<file path="src/rtl/led_scan_decoder.sv">
// Capture side of a multiplexed 7-segment bus: waits for a stable one-hot select/segment
// pair, decodes the segment pattern back to a hex nibble and rebuilds the per-digit array.
module led_scan_decoder #(
    parameter int DIGITS        = 8,
    parameter int STABLE_CYCLES = 4
) (
    input  logic                  clk,
    input  logic                  rst,
    input  logic [DIGITS-1:0]     digitSel,
    input  logic [7:0]            segIn,
    input  logic                  clearErr,
    output logic [DIGITS*4-1:0]   dstArray,
    output logic [DIGITS-1:0]     digitValid,
    output logic [DIGITS-1:0]     digitErr,
    output logic                  frameDone
);

    localparam int          IW         = (DIGITS > 1) ? $clog2(DIGITS) : 1;
    localparam logic [3:0]  CNT_MAX    = 4'(STABLE_CYCLES - 1);
    localparam logic [3:0]  CNT_COMMIT = 4'(STABLE_CYCLES - 2);

    logic [DIGITS-1:0]   prevSel_q;
    logic [7:0]          prevSeg_q;
    logic [3:0]          cnt_q, cnt_d;
    logic [DIGITS*4-1:0] dst_q, dst_d;
    logic [DIGITS-1:0]   valid_q, valid_d;
    logic [DIGITS-1:0]   err_q, err_d;
    logic                done_q, done_d;

    logic                onehot, match, commit;
    logic [IW-1:0]       sel_idx;
    logic                hit;
    logic [3:0]          nib;

    // {hit, nibble}: exact 8-bit match against the driver's code table
    function automatic logic [4:0] decode(input logic [7:0] s);
        case (s)
            8'h3F: decode = 5'h10;
            8'h06: decode = 5'h11;
            8'h5B: decode = 5'h12;
            8'h4F: decode = 5'h13;
            8'hE6: decode = 5'h14;
            8'hED: decode = 5'h15;
            8'hFD: decode = 5'h16;
            8'h27: decode = 5'h17;
            8'h7F: decode = 5'h18;
            8'h6F: decode = 5'h19;
            8'h77: decode = 5'h1A;
            8'h7C: decode = 5'h1B;
            8'h58: decode = 5'h1C;
            8'h5E: decode = 5'h1D;
            8'h79: decode = 5'h1E;
            8'h71: decode = 5'h1F;
            default: decode = 5'h00;
        endcase
    endfunction

    assign onehot = (digitSel != '0) && ((digitSel & (digitSel - DIGITS'(1))) == '0);
    assign match  = onehot && (digitSel == prevSel_q) && (segIn == prevSeg_q);
    // Counter saturates one above the commit value, so a long hold commits once only
    assign commit = match && (cnt_q == CNT_COMMIT);
    assign {hit, nib} = decode(segIn);

    always_comb begin
        sel_idx = '0;
        for (int i = 0; i < DIGITS; i++)
            if (digitSel[i]) sel_idx = IW'(i);
    end

    always_comb begin
        cnt_d   = '0;
        if (match) cnt_d = (cnt_q == CNT_MAX) ? cnt_q : cnt_q + 4'd1;
        done_d  = &valid_q;
        valid_d = done_d ? '0 : valid_q;
        err_d   = clearErr ? '0 : err_q;
        dst_d   = dst_q;
        // A commit overrides both the frame clear and clearErr for its own digit
        if (commit) begin
            if (hit) begin
                dst_d[sel_idx*4 +: 4] = nib;
                valid_d[sel_idx]      = 1'b1;
                err_d[sel_idx]        = 1'b0;
            end else begin
                err_d[sel_idx]        = 1'b1;
            end
        end
    end

    always_ff @(posedge clk or posedge rst) begin
        if (rst) begin
            prevSel_q <= '0;
            prevSeg_q <= '0;
            cnt_q     <= '0;
            dst_q     <= '0;
            valid_q   <= '0;
            err_q     <= '0;
            done_q    <= 1'b0;
        end else begin
            prevSel_q <= digitSel;
            prevSeg_q <= segIn;
            cnt_q     <= cnt_d;
            dst_q     <= dst_d;
            valid_q   <= valid_d;
            err_q     <= err_d;
            done_q    <= done_d;
        end
    end

    assign dstArray   = dst_q;
    assign digitValid = valid_q;
    assign digitErr   = err_q;
    assign frameDone  = done_q;

endmodule
</file>
<file path="config.mk">
export PLATFORM = sky130hd
export DESIGN_NAME = led_scan_decoder
export DESIGN_NICKNAME = d
export VERILOG_FILES = /design/src/rtl/led_scan_decoder.sv
export SDC_FILE = /design/constraint.sdc
export NUM_CORES = 1
export LEC_CHECK = 0
export CAP_MARGIN = 10
export CORE_MARGIN = 2
export CORE_UTILIZATION = 47
export CTS_BUF_LIST = sky130_fd_sc_hd__clkbuf_4 sky130_fd_sc_hd__clkbuf_8
export CTS_CLUSTER_DIAMETER = 50
export DETAILED_ROUTE_END_ITERATION = 8
export DONT_BUFFER_PORTS = 1
export PLACE_DENSITY_LB_ADDON = 0.3
export SYNTH_ARGS = -nofsm -noshare
export SYNTH_HDL_FRONTEND = slang
export SYNTH_SLANG_ARGS = --single-unit
export TNS_END_PERCENT = 20
</file>
<file path="constraint.sdc">
create_clock -name clk -period 3.1 [get_ports clk]
set_input_delay 0.62 -clock clk [delete_from_list [all_inputs] [get_ports clk]]
set_output_delay 0.62 -clock clk [all_outputs]
set_load 0.01 [all_outputs]
</file>
======== Word-level counts from Yosys, hierarchy flattened ========
Index checks and enable logic that the tools add are counted.
cells by class
  add/subtract/negate cells ............... 3
  order comparisons ....................... 2
  eq/ne operators ......................... 21
  shifts and indexed selects .............. 2
  muxes and demuxes ....................... 19
  bitwise gates (word level) .............. 5
  reduce and logical (&&, ||, !) cells .... 9
operator list
  cell                                                    number
  equality test 8 x 7 -> 1 bit (second input constant)    10
  one-hot mux 5 bit (16 select lines)                     1
  2-to-1 mux 8 bit                                        6
  negator 5 -> 34 bit                                     1
  variable shift 4 x 34 -> 32 bit (first input constant)  1
  variable part select 4 x 34 -> 32 bit                   1
  bitwise mux 32 bit                                      1
  equality test 8 bit (second input constant)             3
  2-to-1 mux 3 bit                                        6
  AND 8 bit                                               2
  equality test 8 x 6 -> 1 bit (second input constant)    2
  equality test 8 bit                                     2
  OR 8 bit                                                2
  equality test 4 x 2 -> 1 bit (second input constant)    2
  equality test 8 x 3 -> 1 bit (second input constant)    1
  zero test 8 bit                                         1
  2-to-1 mux 4 bit                                        2
  inverter 8 bit                                          1
  AND reduction 8 bit                                     1
  nonzero test 8 bit                                      1
  subtractor 8 x 1 -> 8 bit (second input constant)       1
  logical AND 1 bit                                       5
  adder 4 x 1 -> 4 bit (second input constant)            1
  < comparator 3 x 4 -> 1 bit (second input constant)     1
  5 further kinds                                         6
storage, ports and cells
  register bits after elaboration ......... 69
  output and inout port bits .............. 49

======== Depth between registers and ports, before layout ========
Gate-level depths: netlist (run 1).
  depth in word-level cells ............... 15
  depth in mapped cells ................... 12
  depth with buffers taken out ............ 10

======== Worst setup path before layout (run 1) ========
No wires, ideal clock.
  path type ............................... input-to-reg
  from .................................... input port digitSel[5]
  to ...................................... register dst_q[24] (netlist: dstArray[24])
  arrival ................................. 2870 ps
  required time ........................... 2975 ps
  slack ................................... 105 ps
  stages .................................. 11
  path buffers ............................ 2
  cell sequence ........................... clkbuf_1 > a21oi_1 > nand2_1 > inv_1 > ha_1 > ha_1 > clkbuf_1 > nor3_1 > nand3b_1 > a211oi_2 > mux2_2
between the ends
  word-level cells in the longest chain between the ends .. 8
  elaborated cells between the ends (all ways) .. 17
  classes of those cells .................. 2 x add/sub; 1 x eq/ne; 2 x shift; 4 x mux; 1 x bitwise; 7 x reduce/logical
ends and longest elaborated chain
  what                             RTL line  RTL
  start: declaration               9         input logic [DIGITS-1:0] digitSel,
  subtractor 8 x 1 -> 8 bit        58        assign onehot = (digitSel != '0) && ((digitSel & (digitSel - DIGITS'(1))) == '0);
  AND 8 bit                        58
  zero test 8 bit                  58
  logical AND 1 bit                58
  logical AND 1 bit (2 in series)  59        assign match = onehot && (digitSel == prevSel_q) && (segIn == prevSeg_q);
  logical AND 1 bit                61        assign commit = match && (cnt_q == CNT_COMMIT);
  AND reduction 2 bit (no line)    n/a
  end signal: assignment           102       dst_q <= dst_d;
  end: declaration                 25        logic [DIGITS*4-1:0] dst_q, dst_d;
Several ways; a longest one is shown, not always the timed one.
A chain may end at the register's enable or synchronous reset.

======== Final worst setup path (run 1) ========
  from .................................... register prevSel_q[2]
  to ...................................... register dst_q[28] (netlist: dstArray[28])
between the ends
  word-level cells in the longest chain between the ends .. 5
ends and longest elaborated chain
  what                             RTL line  RTL
  start: declaration               22        logic [DIGITS-1:0] prevSel_q;
  start signal: assignment         99        prevSel_q <= digitSel;
  equality test 8 bit              59
  logical AND 1 bit (2 in series)  59
  logical AND 1 bit                61
  AND reduction 2 bit (no line)    n/a
No other way between the ends.

==> results of run 1 <==
final timing paths:
| check | from | to | depth (start not counted) |
|---|---|---|---|
| worst min register to register | dstArray[17] | dstArray[17] | 1 |
| worst max register to register | prevSel_q[2] | dstArray[28] | 7 |
| worst min-delay path | rst | dstArray[0] | 1 |
| worst max-delay path | prevSel_q[2] | dstArray[28] | 7 |
| max in group asynchronous | rst | dstArray[27] | 2 |
| min in group clk | digitSel[1] | prevSel_q[1] | 0 |
cell usage in the layout (no fill, tap or decap), drive strengths merged, types with 8 or more instances in the layout:
master and n:
inv 14, buf 16, dfrtp 69, mux2i 10, xnor2 16, nand2 19
nor3 16, nor2b 8, nand4 11, clkbuf 15, nor2 24, nand2b 9
mux2 30, o21ai 10, a211oi 8
sequential cells by signal (all words and copies together) (netlist names):
name / flops
prevSel_q: 8
digitErr: 8
digitValid: 8
prevSeg_q: 8
cnt_q: 4
frameDone: 1
dstArray: 32
layout make-up:
cell class | instances | share of cell area [%]
Clock buffer | 15 | 4.54
Clock inverter | 1 | 0.125
Inverter | 14 | 1.32
Multi-Input combinational cell | 230 | 44.4
Sequential cell | 69 | 43.2
Tap cell | 99 | 3.10
Timing Repair Buffer | 16 | 3.32
cells by family (layout without fill, tap and decap cells):
logic type / count (synthesis) / in the layout / share of synthesized area, %
and+or+nand+nor: 118 / 118 / 18.7
DFF: 69 / 69 / 47.8
AOI/OAI and AO/OA: 50 / 50 / 12.4
muxes: 40 / 40 / 12.1
buffers and inverters: 31 / 46 / 3.26
xor gates and xnor gates: 18 / 18 / 4.36
adders and majority gates: 4 / 4 / 1.39
worst register-to-register path, stage by stage, from the launching register on:
cell,delay (ns)
dfrtp_1,0.34
or3b_1,0.35
a211o_1,0.34
a2111oi_4,0.28
buf_4,0.19
nand4_4,0.16
a2111oi_4,0.46
mux2_2,0.38
routing by layer:
metal,track usage (%),share of wire (%),wire (um)
met1,24.6,44,3370
met2,31.0,47,3610
met3,6.74,7.4,570
met4,6.57,1.6,120
met5,0,0,0
metrics by stage:
step                      setup slack [ns]  hold slack [ns]  utilization (%)
after floorplan                      0.105            0.527                -
after global placement               0.161            0.551             52.0
after detailed placement             0.160            0.551             52.0
after CTS                            0.466            0.297             54.5
after global routing                 0.312            0.293             54.5
final                                0.480            0.290             54.5
report_power, final:
| part | internal, mW | switching (mW) | total, mW |
|---|---|---|---|
| combinational | 0.0496 | 0.0669 | 0.116 |
| clock | 0.370 | 0.308 | 0.678 |
| sequential | 0.911 | 0.00453 | 0.915 |
==> impl_metrics.py, run 1 <==
metrics = {
    "outcome": {
        "status": "finished, final reports clean",
    },
    "sta": {
        "maxSlewHeadroom_pct": 28.9,
        "fin_setup_tns_ns": 0,
        "hold_viol_final": 0,
        "worst_slew_pin_slew_ns": 1.06,
        "period_share_pct": 84.5,
        "period_needed_ns": 2.62,
        "rsz0062_at_grt": "false",
        "finalSetupViolations": 0,
        "finalClockSkew_ns": 0.0110,
        "fmax_mhz": 382,
        "slew_violations": 0,
    },
    "clocking": {
        "cts_buffer_depth": 2,
        "cts.sinks": 69,
        "cts.clk_slew.worst_paths_ns": 0.07,
        "insertion_delay_ns": 0.34,
        "post_cts_buffers": 0,
        "clockRootBuffer": "clkbuf_8",
        "htree_levels": 3,
        "ctsResizeCount": 0,
        "numCtsBuffers": 9,
        "cts_tree": "done",
        "cts_hold_buffers": 0,
    },
    "yosys": {
        "synthTopCellsByArea": "dfrtp_1, mux2_2, xnor2_1",
        "avgSynthCellArea_um2": 10.9,
        "syn_nets": 353,
        "synth-seq-cells": 69,
        "synth_common_cells": "dfrtp_1, mux2_2, nor2_1",
        "synth-main-ff-cell": "dfrtp_1",
        "async_flop_share_pct": 100,
        "yosys.cell_count.top_type": "dfrtp_1",
        "syn_area_um2": 3610,
        "synth_top_area_share_pct": 47.8,
        "yosysWarnings": 0,
        "ys_seq_area_share_pct": 47.8,
        "ys_types": 46,
        "synthCells": 330,
        "synth_edf_count": 0,
        "yosys.area.top_type": "dfrtp_1",
    },
    "critical_path": {
        "path_max_fanout": 5,
        "path_cells": "or3b_1 > a211o_1 > a2111oi_4 > buf_4 > nand4_4 > a2111oi_4 > mux2_2",
        "slowest_delay_ns": 0.46,
        "r2r_setup_slack_ns": 0.48,
        "critPathLaunchType": "register",
        "path_buf_inv": 1,
        "cpMostUsedCell": "a2111oi_4",
        "worst_path_dominant_cell_family": "compound AO/OA/AOI/OAI gates",
        "path_class": "reg2reg",
        "worstPathRequired_ns": 3.32,
        "slowest_stage": "a2111oi_4",
        "cp_data_arrival_time_ns": 2.84,
        "setup.worst_path.end_class": "register",
    },
    "hold_path": {
        "hold_path_class": "in2async",
    },
    "placement": {
        "place_area_um2": 3810,
        "place_inst": 428,
        "place_hpwl_um": 5690,
        "gp_congestion": 0.842,
        "io_buffers": 0,
    },
    "grt": {
        "grt_use_total_pct": 19.4,
        "grt_pass1_wl_um": 12800,
        "grt_pass1_vias": 2581,
        "antenna_found_initial": 0,
        "grt_start_max_net_pins": 37,
        "globalRouteOverflowTotal": 0,
    },
    "detailed_routing": {
        "drtIter0Drc": 192,
        "wire_per_inst_um": 17.3,
        "firstDrtPassIters": 4,
        "ant_nets": 0,
        "drc": 0,
        "vias": 2502,
        "viasPerCell": 5.64,
        "finalWirelength_um": 7670,
    },
    "cells_and_area": {
        "diodes": 0,
        "syn_to_final_growth_pct": 10.6,
        "fin_cells": 444,
        "seq_area_um2": 1730,
        "multi_input_area_um2": 1770,
        "drive_gt1_share_pct": 21.4,
        "fill_cells": 605,
        "final_area_um2": 4000,
        "nNetsFinal": 363,
    },
    "die": {
        "rows": 31,
        "coreArea_um2": 7330,
        "die_w_um": 91.7,
        "dieArea_um2": 8400,
        "pin_count": 68,
        "start_util_pct": 49.3,
        "die_y_um": 91.7,
    },
    "power": {
        "p_total_mw": 1.71,
        "p_leak_nw": 1.76,
        "power.density_nw_per_um2": 428,
        "vdd_drop_max_mv": 0.223,
    },
    "run": {
        "drv_cap": 0,
    },
}
Power figures use the tool's default switching activity.
==> run 2, diff against run 1 <==
clock period = 2.45 ns   (was 3.1 ns; I/O delays follow)
==> impl_metrics.py, run 2 (same netlist as run 1, synthesis figures left out) <==
metrics = {
    "outcome": {
        "status": "complete, but fails checks",
        "violations": "setup timing",
    },
    "cells_and_area": {
        "fin_cells": 462,
        "final_cell_mix": "dfrtp_1, buf_4, nor2_1, nand2_1, mux2_4",
        "layout_commonest_cell": "dfrtp_1",
        "final_area_um2": 4270,
        "largest_register_ff_count": 32,
        "syn_to_final_growth_pct": 18.1,
        "diodes": 0,
        "nNetsFinal": 382,
        "drive_gt1_share_pct": 28.1,
    },
    "critical_path": {
        "path_class": "reg2reg",
        "path_cells": "or3b_1 > a211o_1 > a2111oi_4 > buf_4 > nand4_4 > a2111oi_4 > buf_4 > mux2_4",
        "reg2reg_depth": 8,
        "setup.worst_path.end_class": "register",
        "slowest_stage": "or3b_1",
        "cp_data_arrival_time_ns": 2.72,
        "r2r_start": "prevSel_q[2]",
        "critPathLaunchType": "register",
        "startpoint": "prevSel_q[2]",
        "r2r_setup_slack_ns": -0.04,
        "crit_end": "dstArray[29]",
        "r2r-end": "dstArray[29]",
        "path_max_fanout": 5,
        "slowest_delay_ns": 0.35,
        "worstPathRequired_ns": 2.68,
    },
    "detailed_routing": {
        "finalWirelength_um": 8310,
        "wire_per_inst_um": 18.0,
        "vias": 2616,
        "ant_nets": 0,
        "firstDrtPassIters": 5,
        "drc": 0,
        "drtIter0Drc": 203,
        "viasPerCell": 5.66,
    },
    "die": {
        "pin_count": 68,
        "start_util_pct": 49.3,
        "dieArea_um2": 8400,
        "rows": 31,
        "die_w_um": 91.7,
        "die_y_um": 91.7,
        "coreArea_um2": 7330,
    },
    "hold_path": {
        "hold_path_class": "in2async",
    },
    "placement": {
        "place_inst": 444,
        "place_hpwl_um": 6080,
        "gp_congestion": 0.830,
        "io_buffers": 0,
        "dp_slack_ns": -0.283,
        "place_area_um2": 4010,
    },
    "grt": {
        "antenna_found_initial": 0,
        "globalRouteOverflowTotal": 0,
        "grt_pass1_vias": 2714,
        "grt_start_max_net_pins": 35,
        "grt_pass1_wl_um": 13800,
        "grt_use_total_pct": 21.1,
    },
    "sta": {
        "hold_viol_final": 0,
        "period_share_pct": 102,
        "finalSetupViolations": 8,
        "rsz0062_at_grt": "true",
        "worst_slew_pin_slew_ns": 0.669,
        "timing.hold.ws_ns": 0.119,
        "finalClockSkew_ns": 0.0100,
        "fmax_mhz": 402,
        "maxSlewHeadroom_pct": 55.3,
        "period_needed_ns": 2.49,
        "setup_ws_ns": -0.0401,
        "slew_violations": 0,
    },
    "power": {
        "p_total_mw": 2.14,
        "vdd_drop_max_mv": 0.307,
        "power.density_nw_per_um2": 503,
        "p_leak_nw": 1.85,
    },
    "clocking": {
        "numCtsBuffers": 9,
        "htree_levels": 3,
        "cts.sinks": 69,
        "cts_hold_buffers": 0,
        "cts_tree": "done",
        "clockRootBuffer": "clkbuf_8",
        "cts.clk_slew.worst_paths_ns": 0.07,
        "cts_buffer_depth": 2,
        "insertion_delay_ns": 0.35,
    },
    "run": {
        "drv_cap": 0,
    },
}
==> run 2: cell types whose count changed in the layout (fill, tap and decap cells not counted), sizes merged <==
cell	previous run	this run
buf	16	35
clkbuf	15	13
clkinv	1	2
==> run 2: what timing repair did <==
action / CTS / global route
setup buffers: 2 / 1
pin swaps: 4 / 2
setup endpoints to repair: 32 / 39
cloned: 0 / 0
gates resized for setup: 5 / 11
==> run 2: worst min-delay path by stage <==
| stage | endpoint | slack (ns) | startpoint | cells past startpoint |
|---|---|---|---|---|
| 2_1_floorplan | prevSeg_q[0] | 0.52 | segIn[0] | 0 |
| 4_1_cts | prevSeg_q[4] | 0.14 | rst | 1 |
| 6_report | dstArray[2] | 0.12 | rst | 1 |
| 3_5_place_dp | prevSeg_q[4] | 0.52 | rst | 1 |
| 5_1_grt | prevSel_q[2] | 0.15 | digitSel[2] | 0 |
| 3_3_place_gp | prevSeg_q[4] | 0.51 | rst | 1 |
==> run 2: final cells by class <==
| type | count | area, um2 |
|---|---|---|
| Timing Repair Buffer | 35 | 279 |
| Clock buffer | 13 | 160 |
| Clock inverter | 2 | 10.0 |
| Inverter | 14 | 52.6 |
| Multi-Input combinational cell | 230 | 1910 |
| Sequential cell | 69 | 1730 |
| Tap cell | 99 | 124 |
| Fill cell | 613 | 3060 |
==> run 2: stage by stage <==
| stage | util, % | setup TNS (ns) |
|---|---|---|
| after CTS | 57.5 | -0.598 |
| after global placement | 54.7 | -6.12 |
| after global routing | 58.2 | -3.94 |
| after detailed placement | 54.7 | -8.06 |
| after floorplan | - | -6.38 |
| final | 58.2 | -0.187 |
==> run 2: critical path: cells and delay by family (launching register included) <==
family          cells  cell delay, ns
simple gates        2            0.51
buf+inv             2            0.40
compound gates      3            0.83
mux                 1            0.30
flops               1            0.33
==> run 2: power by group <==
group | internal [mW] | total [mW] | switching [mW]
registers | 1.15 | 1.16 | 0.00577
logic | 0.0758 | 0.167 | 0.0915
clock network | 0.420 | 0.819 | 0.399
==> run 2: per-layer routing <==
metal | up-vias | share of wire [%] | global-route usage (%)
met5 | - | 0 | 0
met2 | 77 | 48 | 33.9
met3 | 13 | 7.3 | 7.23
li1 | 1239 | - | -
met4 | 0 | 1.6 | 8.21
met1 | 1287 | 43 | 26.3
